$ cat src/rtl/updi_txn_sequencer.sv
// updi_txn_sequencer: runs one UPDI transaction as TX -> ACK -> RX phases.
// Optional watchdog per wait phase enabled by `define UPDI_TXN_TIMEOUT_EN.
module updi_txn_sequencer #(
  parameter int BITS_N         = 6,
  parameter int TIMEOUT_W      = 16,
  parameter int TIMEOUT_CYCLES = 50000
) (
  input  logic              clk,
  input  logic              rst,
  input  logic              cmd_valid,
  output logic              cmd_ready,
  input  logic [BITS_N-1:0] cmd_tx_len,
  input  logic              cmd_ack,
  input  logic [BITS_N-1:0] cmd_rx_len,
  output logic              tx_start,
  output logic [BITS_N-1:0] tx_n_bytes,
  input  logic              tx_ready,
  output logic              rx_start,
  output logic              rx_wait_ack,
  output logic [BITS_N-1:0] rx_n_bytes,
  input  logic              rx_ready,
  input  logic              ack_received,
  output logic              handler_rst,
  output logic              done,
  output logic [1:0]        status
);

  localparam logic [2:0] S_IDLE = 3'd0;
  localparam logic [2:0] S_TXS  = 3'd1;
  localparam logic [2:0] S_TXW  = 3'd2;
  localparam logic [2:0] S_ACKS = 3'd3;
  localparam logic [2:0] S_ACKW = 3'd4;
  localparam logic [2:0] S_RXS  = 3'd5;
  localparam logic [2:0] S_RXW  = 3'd6;
  localparam logic [2:0] S_DONE = 3'd7;

  localparam logic [1:0] ST_OK   = 2'd0;
  localparam logic [1:0] ST_NACK = 2'd1;
  localparam logic [1:0] ST_TO   = 2'd2;

  localparam logic [TIMEOUT_W-1:0] TO_LAST =
    TIMEOUT_W'(TIMEOUT_CYCLES - 1);

  logic [2:0]        state_q, state_d;
  logic [BITS_N-1:0] tx_len_q, tx_len_d;
  logic [BITS_N-1:0] rx_len_q, rx_len_d;
  logic              ack_q, ack_d;
  logic              ack_seen_q, ack_seen_d;
  logic [1:0]        status_q, status_d;
  logic              phase_rdy;
  logic              to_fire;
  logic [2:0]        after_tx;
  logic [2:0]        after_ack;

  // Ready of the handler owning the current wait phase
  always_comb begin
    phase_rdy = 1'b0;
    if (state_q == S_TXW) phase_rdy = tx_ready;
    if (state_q == S_ACKW || state_q == S_RXW)
      phase_rdy = rx_ready;
  end

`ifdef UPDI_TXN_TIMEOUT_EN
  logic [TIMEOUT_W-1:0] cnt_q, cnt_d;
  logic                 in_wait;

  assign in_wait = (state_q == S_TXW) ||
                   (state_q == S_ACKW) ||
                   (state_q == S_RXW);

  // Handler completion wins over an expiry in the same cycle
  assign to_fire = in_wait && (cnt_q == TO_LAST) && !phase_rdy;

  // Watchdog restarts at zero on every wait-state entry
  always_comb begin
    cnt_d = '0;
    if (in_wait) cnt_d = cnt_q + 1'b1;
  end

  // Watchdog register
  always_ff @(posedge clk) begin
    if (rst) cnt_q <= '0;
    else     cnt_q <= cnt_d;
  end
`else
  logic cfg_unused;
  assign cfg_unused = ^TO_LAST;
  assign to_fire    = 1'b0;
`endif

  assign after_ack = (rx_len_q != '0) ? S_RXS : S_DONE;
  assign after_tx  = ack_q ? S_ACKS : after_ack;

  // Phase sequencing and descriptor capture
  always_comb begin
    state_d    = state_q;
    tx_len_d   = tx_len_q;
    rx_len_d   = rx_len_q;
    ack_d      = ack_q;
    ack_seen_d = ack_seen_q;
    status_d   = status_q;
    case (state_q)
      S_IDLE: begin
        if (cmd_valid && cmd_ready) begin
          tx_len_d = cmd_tx_len;
          rx_len_d = cmd_rx_len;
          ack_d    = cmd_ack;
          status_d = ST_OK;
          if (cmd_tx_len != '0)      state_d = S_TXS;
          else if (cmd_ack)          state_d = S_ACKS;
          else if (cmd_rx_len != '0) state_d = S_RXS;
          else                       state_d = S_DONE;
        end
      end
      S_TXS: state_d = S_TXW;
      S_TXW: begin
        if (tx_ready) begin
          state_d = after_tx;
        end else if (to_fire) begin
          status_d = ST_TO;
          state_d  = S_DONE;
        end
      end
      S_ACKS: begin
        ack_seen_d = 1'b0;
        state_d    = S_ACKW;
      end
      S_ACKW: begin
        if (ack_received) ack_seen_d = 1'b1;
        if (rx_ready) begin
          if (ack_seen_q || ack_received) begin
            state_d = after_ack;
          end else begin
            status_d = ST_NACK;
            state_d  = S_DONE;
          end
        end else if (to_fire) begin
          status_d = ST_TO;
          state_d  = S_DONE;
        end
      end
      S_RXS: state_d = S_RXW;
      S_RXW: begin
        if (rx_ready) begin
          state_d = S_DONE;
        end else if (to_fire) begin
          status_d = ST_TO;
          state_d  = S_DONE;
        end
      end
      S_DONE:  state_d = S_IDLE;
      default: state_d = S_IDLE;
    endcase
  end

  // State and descriptor registers
  always_ff @(posedge clk) begin
    if (rst) begin
      state_q    <= S_IDLE;
      tx_len_q   <= '0;
      rx_len_q   <= '0;
      ack_q      <= 1'b0;
      ack_seen_q <= 1'b0;
      status_q   <= ST_OK;
    end else begin
      state_q    <= state_d;
      tx_len_q   <= tx_len_d;
      rx_len_q   <= rx_len_d;
      ack_q      <= ack_d;
      ack_seen_q <= ack_seen_d;
      status_q   <= status_d;
    end
  end

  assign cmd_ready   = (state_q == S_IDLE) && tx_ready && rx_ready;
  assign tx_start    = (state_q == S_TXS);
  assign rx_wait_ack = (state_q == S_ACKS);
  assign rx_start    = (state_q == S_RXS);
  assign done        = (state_q == S_DONE);
  assign handler_rst = to_fire;
  assign tx_n_bytes  = tx_len_q;
  assign rx_n_bytes  = rx_len_q;
  assign status      = status_q;

endmodule

$ cat config.mk
export PLATFORM = sky130hd
export DESIGN_NAME = updi_txn_sequencer
export DESIGN_NICKNAME = d
export VERILOG_FILES = /design/src/rtl/updi_txn_sequencer.sv
export SDC_FILE = /design/constraint.sdc
export NUM_CORES = 1
export LEC_CHECK = 0
export CAP_MARGIN = 20
export CORE_MARGIN = 2
export CORE_UTILIZATION = 43
export DETAILED_ROUTE_END_ITERATION = 16
export PLACE_DENSITY = 0.88
export RECOVER_POWER = 25
export SYNTH_ARGS = -nofsm -noshare
export SYNTH_HDL_FRONTEND = slang
export SYNTH_SLANG_ARGS = --single-unit
$ cat constraint.sdc
create_clock -name clk -period 4.8 [get_ports clk]
set_input_delay 0.48 -clock clk [delete_from_list [all_inputs] [get_ports clk]]
set_output_delay 0.48 -clock clk [all_outputs]
set_load 0.05 [all_outputs]
* Yosys cells after proc, flatten, opt, wreduce, memory -nomap -nowiden
Cells that the tools add are included.
W data, S select, Z words.
** Word-level totals
- Bits in registers :: 19
- Bits in latches :: 0
- RAM bits :: 0
- Bits in read-only memories :: 0
- Bits of input ports :: 19
- Output and inout bits :: 20
- Logic and storage cells :: 50
- Memories :: 0
** Cells by class
- $add $sub $neg :: 0
- Multiply operators :: 0
- Divide/modulo/power cells :: 0
- Order comparisons :: 0
- Equality and inequality tests :: 13
- Shift operators :: 0
- Muxes and demuxes :: 17
- Bitwise operators :: 0
- Reduce and logical (&&, ||, !) cells :: 14
** Operator list (count)
- $pmux W3 S8 :: 1
- $mux W3 :: 7
- $reduce_bool A6 Y1 :: 3
- $eq A3 B3 Y1 const B :: 4
- $mux W2 :: 6
- $ne A2 B2 Y1 const B :: 6
- $reduce_and A4 Y1 :: 2
- $eq A3 B2 Y1 const B :: 2
- $pmux W2 S2 :: 1
- $reduce_and A2 Y1 :: 2
- $reduce_bool A2 Y1 :: 2
- $eq A3 B1 Y1 const B :: 1
- $logic_and A1 B1 Y1 :: 3
- $logic_not A3 Y1 :: 1
- $pmux W1 S2 :: 1
- $logic_or A1 B1 Y1 :: 1
- $mux W1 :: 1

* Depth between registers and ports, before layout
Gate-level depths: netlist of run 1.
- Depth after elaboration :: 6
- Mapped depth :: 6
- Mapped depth without buffers :: 4

* Worst setup path before layout of run 1
No wires, ideal clock.
- Kind :: register -> output
- Start :: reg state_q[0]
- End :: out tx_start
- Data arrival time :: 1.305 ns
- Data required time :: 4.320 ns
- Path slack :: 3.015 ns
- Cell stages (with the launch flop) :: 3
- Buffers on the path :: 0
- Path through :: dfxtp_1 -> nor2b_1 -> nor2b_1
** Between the ends
- Word-level cells in the longest chain between the ends :: 1
** Ends and longest elaborated chain
- start, declared :: RTL line 44 : logic [2:0] state_q, state_d;
- start signal, assigned :: RTL line 166 : state_q <= state_d;
- $eq A3 B1 Y1 :: RTL line 176 : assign tx_start = (state_q == S_TXS);
- end, declared :: RTL line 15 : output logic tx_start,
Every way passes these cells.

* Worst setup path after layout of run 1
- Start :: in rx_ready
- End :: reg tx_len_q[2], in the netlist tx_n_bytes[2]
** Between the ends
- Word-level cells in the longest chain between the ends :: 3
** Ends and longest elaborated chain
- start, declared :: RTL line 21 : input logic rx_ready,
- $logic_and A1 B1 Y1 :: RTL line 175 : assign cmd_ready = (state_q == S_IDLE) && tx_ready && rx_ready;
- $logic_and A1 B1 Y1 :: RTL line 104 : if (cmd_valid && cmd_ready) begin
- $reduce_and A2 Y1 (no line)
- end signal, assigned :: RTL line 167 : tx_len_q <= tx_len_d;
- end, declared :: RTL line 45 : logic [BITS_N-1:0] tx_len_q, tx_len_d;
Every way passes these cells.
A chain may end at the register's enable or synchronous reset.

==> results.py, run 1 <==
metrics = {
    "outcome": {
        "run_status": "complete, no violations",
    },
    "place": {
        "place_worst_setup_slack_ps": 2191,
        "io_buffers": 36,
        "place_hpwl_mm": 1.503,
        "gp_congestion": 0.7608,
        "dp_cells": 153,
    },
    "synth": {
        "synth-xor-area-share": 0,
        "synth_cells": 96,
        "syn_area_sq_um": 870.8,
        "yosysSeqAreaShare": 0.4138,
        "yosys.area_share.simple": 0.2586,
        "synth_compound_area_frac": 0.1092,
        "ys_ff_latch": 18,
        "synthAdderAreaFrac": 0,
        "synth_area_per_cell_sq_um": 9.071,
        "synth_top_family_by_area": "simple AND/OR/NAND/NOR gates",
        "yosys_warnings": 0,
        "yosys-mux-area-fraction": 0.1494,
        "synth.distinct_cells": 31,
    },
    "cts": {
        "root_buffer": "clkbuf_4",
        "insertion_delay_ps": 290,
        "cts_buffers": 3,
        "cts.hold.buffers_added": 0,
        "cts_setup_buffers": 0,
        "htreeDepth": 1,
        "clock-sinks": 18,
        "path_clk_slew_ps": 90,
        "clock_path_buffers": 2,
        "cts_tree": "done",
        "ctsResizeCount": 0,
    },
    "drt": {
        "top_layer": "met4",
        "ant_nets": 0,
        "totalWireLength_mm": 1.973,
        "wl_per_cell_microns": 12.57,
        "route.met2.wl_microns": 927,
        "drtIter0Drc": 4,
        "viasPerCell": 5.064,
        "vias": 795,
        "wl_met3_microns": 109,
        "drt_pass1_iterations": 2,
        "met1_length_microns": 870,
        "drc_errors": 0,
    },
    "setup_path": {
        "cp_data_required_time_ps": 4960,
        "cp-endpoint": "tx_n_bytes[2]",
        "crit_path_end_kind": "register",
        "worstReg2RegEnd": "tx_n_bytes[2]",
        "r2r_slack_ps": 2200,
        "worstSetupStartpointType": "primary input",
        "reg2reg_from": "state_q[0]",
        "crit_fanout": 12,
        "path_class": "primary input to register",
        "startpoint": "rx_ready",
        "crit_arrival_ps": 2940,
        "reg2reg_depth": 5,
    },
    "finish": {
        "instances_no_fill": 157,
        "regArea_sq_um": 360.3,
        "n_antenna_cell": 0,
        "drive_gt1_frac": 0.02308,
        "final_util": 0.6340,
        "multi_input_area_sq_um": 442.9,
        "areaGrowthSynthToFinish_pct": 41.38,
        "nets": 151,
        "num-fill-cells": 171,
    },
    "global_route": {
        "grt_pass1_wl_mm": 3.463,
        "grt_pass1_vias": 787,
        "grt_usage": 0.1908,
        "antenna_found_initial": 0,
        "grt_max_degree": 19,
        "gr-total-overflow": 0,
    },
    "sta": {
        "fin_crit_sh": 0.5809,
        "worst_pin_slew_ps": 854.4,
        "slew_viol_final": 0,
        "finClkSkew_ps": 3.806,
        "rsz0062_at_grt": "no",
        "finalSetupTns_ps": 0,
        "hold_viol": 0,
        "finalSetupViolCount": 0,
        "relSlewSlack": 0.4251,
        "max_freq_mhz": 358.7,
        "setup_slack_ps": 2012,
        "fin_crit_ps": 2788,
    },
    "floorplanning": {
        "die_height_microns": 49,
        "ios": 39,
        "dieArea_sq_um": 2401,
        "die_x_microns": 49,
        "row_count": 16,
        "start_util": 0.4485,
        "core_sq_um": 1942,
    },
    "pwr": {
        "power_leakage_uw": 0.0004674,
        "peakVddDrop_mv": 0.1814,
        "powerDensity_nw_per_um2": 286.9,
        "power_uw": 353.2,
    },
    "worst_hold_path": {
        "hold_path_class": "register to register",
    },
    "job": {
        "drv_cap": 0,
    },
}
## routing by layer
metal	GRT usage	vias to the layer above
met4	0.1476	0
met1	0.2231	359
met5	0	-
li1	-	405
met3	0.03374	4
met2	0.3082	27
## worst min path at each step
| stage | start | end | slack, ps | depth (start not counted) |
|---|---|---|---|---|
| after floorplan | ack_q | ack_q | 480 | 2 |
| after global placement | tx_n_bytes[4] | tx_n_bytes[4] | 480 | 2 |
| after detailed placement | tx_n_bytes[1] | tx_n_bytes[1] | 490 | 2 |
| after CTS | tx_n_bytes[1] | tx_n_bytes[1] | 510 | 2 |
| after global routing | tx_n_bytes[0] | tx_n_bytes[0] | 570 | 2 |
| final | tx_n_bytes[4] | tx_n_bytes[4] | 500 | 2 |
## area by class of cell
| class | count | area share |
|---|---|---|
| clock buffers | 3 | 0.01829 |
| inverters | 2 | 0.006098 |
| repair buffers | 37 | 0.2957 |
| well taps | 27 | 0.02744 |
| multi-input cells | 70 | 0.3598 |
| flip-flops and latches | 18 | 0.2927 |
## logic make-up after synthesis
kind of cell    count (synthesis)
other cells                     1
buf+inv                         9
compound gates                 13
simple gates                   42
mux                            13
flops                          18
## power by group
group	total [uW]	internal, uW	switching [uW]
Sequential	169	158	11.2
Clock	72.3	29.2	43.0
Combinational	111	49.0	62.5
## state kept, by name (all words and copies together), names as in the netlist
signal	cells
rx_n_bytes	6
tx_n_bytes	6
state_q	3
ack_seen_q	1
status	1
ack_q	1
## layout by cell type, fill, tap and decap left out
cell type and count:
o311a_1 1, or3_1 2, or4_1 2, and2_1 1, dlygate4sd3_1 3, nor2b_1 3
nand2b_1 1, or2_1 1, a41oi_1 1, o21ai_0 1, a211o_1 1, inv_1 2
a21o_1 2, clkdlybuf4s50_1 33, clkbuf_4 3, dfxtp_1 18, clkbuf_1 1, mux2i_1 13
nand2_1 3, nor2_1 19, nor3_1 3, nor4_1 4, a22oi_1 1, conb_1 2
o2bb2ai_1 1, or4b_1 1, a21oi_1 3, a211oi_1 1, a221oi_1 1, and3_1 2
## cell usage after synthesis, drive strengths merged
| cell | instances | area, sq um |
|---|---|---|
| nor2 | 19 | 71.32 |
| dfxtp | 18 | 360.4 |
| mux2i | 13 | 130.1 |
| buf | 5 | 41.28 |
| nor4 | 4 | 40.04 |
| a21oi | 3 | 15.01 |
| nand2 | 3 | 11.26 |
| nor2b | 3 | 18.77 |
| nor3 | 3 | 15.01 |
| a21o | 2 | 15.01 |
| and3 | 2 | 12.51 |
| clkbuf | 2 | 7.510 |
| inv | 2 | 7.510 |
| or3 | 2 | 12.51 |
| or4 | 2 | 15.01 |
| a211o | 1 | 8.760 |
| a211oi | 1 | 7.510 |
| a221oi | 1 | 8.760 |
| a22oi | 1 | 7.510 |
| a41oi | 1 | 8.760 |
| and2 | 1 | 6.260 |
| conb | 1 | 3.750 |
| nand2b | 1 | 6.260 |
| o21ai | 1 | 5.000 |
| o2bb2ai | 1 | 8.760 |
| o311a | 1 | 10.01 |
| or2 | 1 | 6.260 |
| or4b | 1 | 10.01 |
## stage by stage
step | hold WS [ps] | area (sq um)
5_1_grt | 570.8 | 1231
4_1_cts | 511.0 | 1242
6_report | 500.3 | 1231
3_5_place_dp | 485.3 | 1220
3_3_place_gp | 479.0 | 1220
2_1_floorplan | 477.2 | 874.6
## worst max-delay path, stage by stage
cell and delay (ps):
dlygate4sd3_1 620, inv_1 60, nor4_1 740, clkbuf_1 690, mux2i_1 280, nor2_1 70
Note: power is estimated with default switching activity, not from simulation.
==> run 2: changes to the inputs <==
--- a/config.mk
+++ b/config.mk
@@ -7,9 +7,9 @@
 export LEC_CHECK = 0
 export CAP_MARGIN = 20
 export CORE_MARGIN = 2
-export CORE_UTILIZATION = 43
+export CORE_UTILIZATION = 40
 export DETAILED_ROUTE_END_ITERATION = 16
-export PLACE_DENSITY = 0.88
+export PLACE_DENSITY = 0.83
 export RECOVER_POWER = 25
 export SYNTH_ARGS = -nofsm -noshare
 export SYNTH_HDL_FRONTEND = slang
==> constraint.sdc (replaced) <==
create_clock -name clk -period 2.6 [get_ports clk]
set_input_delay 0.26 -clock clk [delete_from_list [all_inputs] [get_ports clk]]
set_output_delay 0.26 -clock clk [all_outputs]
set_load 0.05 [all_outputs]
==> run 2 against run 1 <==
Register-to-register slack lost 1900 ps; global-route usage shrank 0.87 points; sequential cell count unchanged; routed wire length rose by 2.9%; non-clock buffer count is the same; via count rose by 3.1%; worst hold slack better by 12 ps; clock-buffer cell count is 1 higher; sequential share of layout area shrank 0.67 points; utilization is 0.46 points lower; critical path type is now register to register; largest power group unchanged.
==> results.py, run 2 (synthesis results as in run 1) <==
metrics = {
    "drt": {
        "drtIter0Drc": 11,
        "route.met2.wl_microns": 913,
        "wl_met3_microns": 108,
        "top_layer": "met4",
        "viasPerCell": 5.190,
        "vias": 820,
        "ant_nets": 0,
        "wl_per_cell_microns": 12.85,
        "met1_length_microns": 971,
        "drc_errors": 0,
        "drt_pass1_iterations": 4,
        "totalWireLength_mm": 2.031,
    },
    "sta": {
        "fin_crit_ps": 2266,
        "slew_viol_final": 0,
        "whs_ps": 512.0,
        "fin_crit_sh": 0.8716,
        "hold_viol": 0,
        "rsz0062_at_grt": "no",
        "relSlewSlack": 0.3203,
        "finalSetupViolCount": 0,
        "finalSetupTns_ps": 0,
        "finClkSkew_ps": 1.468,
        "worst_pin_slew_ps": 1020,
        "max_freq_mhz": 441.3,
    },
    "worst_hold_path": {
        "worstHoldStart": "tx_n_bytes[4]",
        "whs_endpoint": "tx_n_bytes[4]",
        "hold_path_class": "register to register",
        "hold_depth": 2,
    },
    "setup_path": {
        "worstReg2RegEnd": "tx_n_bytes[1]",
        "reg2reg_depth": 5,
        "path_class": "register to register",
        "reg2reg_from": "state_q[0]",
        "crit_path_end_kind": "register",
        "crit_arrival_ps": 2440,
        "crit_fanout": 15,
        "worstSetupStartpointType": "register",
        "cp_data_required_time_ps": 2770,
        "r2r_slack_ps": 330,
    },
    "cts": {
        "cts_buffers": 3,
        "cts.hold.buffers_added": 0,
        "insertion_delay_ps": 300,
        "path_clk_slew_ps": 100,
        "clock_path_buffers": 2,
        "htreeDepth": 1,
        "ctsResizeCount": 0,
        "cts_setup_buffers": 0,
        "clock-sinks": 18,
        "root_buffer": "clkbuf_4",
        "cts_tree": "done",
    },
    "place": {
        "placedInstanceArea_sq_um": 1227,
        "place_hpwl_mm": 1.502,
        "io_buffers": 36,
        "gp_congestion": 0.7707,
    },
    "floorplanning": {
        "dieArea_sq_um": 2566,
        "die_x_microns": 50.66,
        "core_sq_um": 2002,
        "row_count": 16,
        "start_util": 0.4350,
        "die_height_microns": 50.66,
        "ios": 39,
    },
    "global_route": {
        "antenna_found_initial": 0,
        "grt_pass1_wl_mm": 3.525,
        "grt_usage": 0.1820,
        "grt_pass1_vias": 810,
        "grt_max_degree": 19,
        "gr-total-overflow": 0,
    },
    "finish": {
        "stdcell_area_sq_um": 1260,
        "layout_commonest_cell": "clkdlybuf4s50_1",
        "drive_gt1_frac": 0.03817,
        "n_antenna_cell": 0,
        "most-common-layout-cells": "clkdlybuf4s50_1, nor2_1, dfxtp_1",
        "nets": 151,
        "areaGrowthSynthToFinish_pct": 44.68,
    },
    "pwr": {
        "power_leakage_uw": 0.0004736,
        "peakVddDrop_mv": 0.3371,
        "powerDensity_nw_per_um2": 556.3,
    },
    "job": {
        "drv_cap": 0,
    },
    "outcome": {
        "run_status": "complete, no violations",
    },
}
[run 2: cell count changes in the layout (fill, tap and decap cells not counted), sizes merged]
cell           previous run  this run
clkdlybuf4s50            33        35
dlygate4sd3               3         1
clkbuf                    4         5
[run 2: layout make-up]
cell class | instances | area, sq um
clock buffers | 4 | 36.28
fillers | 178 | 742.0
inverters | 2 | 7.507
multi-input cells | 70 | 457.9
flip-flops and latches | 18 | 360.3
well taps | 27 | 33.78
repair buffers | 37 | 364.1
[run 2: how the worst max path moves through the flow]
stage / start / endpoint / slack (ps) / depth (start not counted)
after floorplan: state_q[0] / rx_n_bytes[3] / 930 / 6
after global placement: tx_ready / cmd_ready / 490 / 4
after detailed placement: tx_ready / cmd_ready / 460 / 4
after CTS: state_q[2] / done / 340 / 2
after global routing: state_q[0] / rx_n_bytes[3] / 170 / 5
final: state_q[0] / tx_n_bytes[1] / 330 / 5
[run 2: routing by layer]
layer | vias up | global-route usage
li1 | 411 | -
met4 | 0 | 0.1081
met3 | 4 | 0.03571
met2 | 28 | 0.2807
met5 | - | 0
met1 | 377 | 0.2336
[run 2: metrics by stage]
step | setup slack (ps) | std cells | utilization | power (uW)
6_report | 333.9 | 158 | 0.6294 | 700.9
5_1_grt | 174.6 | 158 | 0.6294 | 735.9
2_1_floorplan | 929.6 | 97 | - | 469.8
4_1_cts | 344.1 | 158 | 0.6313 | 707.8
3_5_place_dp | 462.8 | 154 | 0.6131 | 532.3
3_3_place_gp | 487.1 | 154 | 0.6131 | 528.3
[run 2: where the power goes]
group | total [uW] | switching, uW | leakage [uW] | internal [uW]
Sequential | 314 | 22.0 | 0.000146 | 292
Combinational | 212 | 120 | 0.000307 | 92.0
Clock | 175 | 89.4 | 0.0000210 | 85.5
[run 2: critical path: stages, from the launching register on]
cell      delay [ps]
dfxtp_1          390
or2_0            360
nor4_4           240
clkbuf_1         780
mux2i_1          290
nor2_1            70
==> run 3: changes to the inputs <==
--- a/config.mk
+++ b/config.mk
@@ -11,6 +11,7 @@
 export DETAILED_ROUTE_END_ITERATION = 16
 export PLACE_DENSITY = 0.83
 export RECOVER_POWER = 25
+export REMOVE_ABC_BUFFERS = 1
 export SYNTH_ARGS = -nofsm -noshare
 export SYNTH_HDL_FRONTEND = slang
 export SYNTH_SLANG_ARGS = --single-unit
==> run 3 against run 2 <==
Total power is 1.6% lower; worst hold slack lost 7.0 ps; worst setup slack better by 41 ps; via count decreased by 1.8%; sequential power about the same; routed wire length down 7.0%; combinational power hardly changed; first-iteration DRC count fell by 27%; utilization unchanged; highest routed layer is now met3.
==> results.py, run 3 (synthesis results as in run 1) <==
metrics = {
    "drt": {
        "viasPerCell": 5.095,
        "vias": 805,
        "drtIter0Drc": 8,
        "drc_errors": 0,
        "drt_pass1_iterations": 4,
        "totalWireLength_mm": 1.889,
        "wl_per_cell_microns": 11.96,
        "ant_nets": 0,
    },
    "global_route": {
        "grt_usage": 0.1543,
        "gr-total-overflow": 0,
        "antenna_found_initial": 0,
        "grt_pass1_vias": 728,
        "grt_max_degree": 19,
        "grt_pass1_wl_mm": 3.160,
    },
    "sta": {
        "worst_pin_slew_ps": 998.6,
        "hold_viol": 0,
        "relSlewSlack": 0.3343,
        "whs_ps": 505.0,
        "fin_crit_sh": 0.8558,
        "fin_crit_ps": 2225,
        "finalSetupViolCount": 0,
        "slew_viol_final": 0,
        "finalSetupTns_ps": 0,
        "max_freq_mhz": 449.4,
        "setup_slack_ps": 374.9,
        "finClkSkew_ps": 4.760,
        "rsz0062_at_grt": "no",
    },
    "pwr": {
        "powerDensity_nw_per_um2": 547.4,
        "peakVddDrop_mv": 0.3385,
        "power_leakage_uw": 0.0004706,
        "power_uw": 689.8,
    },
    "place": {
        "place_worst_setup_slack_ps": 450.6,
        "io_buffers": 36,
        "gp_congestion": 0.7861,
        "place_hpwl_mm": 1.434,
    },
    "setup_path": {
        "crit_path_end_kind": "primary output",
        "path_class": "register to primary output",
        "reg2reg_depth": 5,
        "worstSetupStartpointType": "register",
        "crit_fanout": 15,
        "cp_data_required_time_ps": 2340,
        "crit_arrival_ps": 1970,
    },
    "finish": {
        "num-fill-cells": 175,
        "most-common-layout-cells": "clkdlybuf4s50_1, nor2_1, dfxtp_1",
        "n_antenna_cell": 0,
        "areaGrowthSynthToFinish_pct": 44.68,
        "nets": 151,
        "layout_commonest_cell": "clkdlybuf4s50_1",
        "drive_gt1_frac": 0.03817,
    },
    "cts": {
        "clock_path_buffers": 2,
        "insertion_delay_ps": 280,
        "cts_setup_buffers": 0,
        "cts_tree": "done",
        "ctsResizeCount": 0,
        "root_buffer": "clkbuf_4",
        "htreeDepth": 1,
        "cts_buffers": 3,
        "path_clk_slew_ps": 100,
        "cts.hold.buffers_added": 0,
        "clock-sinks": 18,
    },
    "worst_hold_path": {
        "hold_path_class": "register to register",
        "hold_depth": 2,
    },
    "floorplanning": {
        "core_sq_um": 2002,
        "start_util": 0.4350,
        "ios": 39,
        "row_count": 16,
        "die_x_microns": 50.66,
        "dieArea_sq_um": 2566,
        "die_height_microns": 50.66,
    },
    "job": {
        "drv_cap": 0,
    },
    "outcome": {
        "run_status": "complete, no violations",
    },
}
run 3: metrics by stage:
step	cell area, sq um	util	std cells
after floorplan	825.8	-	90
after global placement	1227	0.6131	154
after detailed placement	1227	0.6131	154
after CTS	1264	0.6313	158
after global routing	1260	0.6294	158
final	1260	0.6294	158
run 3: final cells by class:
class / instances / area [sq um] / share of cell area
clock buffer: 4 / 36.28 / 0.02880
tap: 27 / 33.78 / 0.02681
multi-input combinational: 70 / 457.9 / 0.3635
inverter: 2 / 7.507 / 0.005958
sequential: 18 / 360.3 / 0.2860
timing repair buffer: 37 / 364.1 / 0.2890
run 3: worst paths after layout:
| path | from | to | slack (ps) |
|---|---|---|---|
| max | state_q[2] | done | 370 |
| min | tx_n_bytes[1] | tx_n_bytes[1] | 500 |
| max reg2reg | state_q[0] | rx_n_bytes[5] | 390 |
| min reg2reg | tx_n_bytes[1] | tx_n_bytes[1] | 500 |
run 3: worst max-delay path, stage by stage (launching register included):
cell	delay [ps]
dfxtp_1	640
and3_1	240
clkdlybuf4s50_1	800
run 3: layer usage:
layer  share of wire  GRT usage  wire, microns
met5               0          0              0
met4               0    0.04054              0
met3           0.043    0.02083             82
met2            0.48     0.2522            900
met1            0.48     0.2128            906
run 3: where the power goes:
part	leakage, uW	internal, uW	switching (uW)
clock	0.0000210	85.1	80.5
combinational	0.000303	92.0	119
sequential	0.000146	292	21.0
total	0.000471	469	220
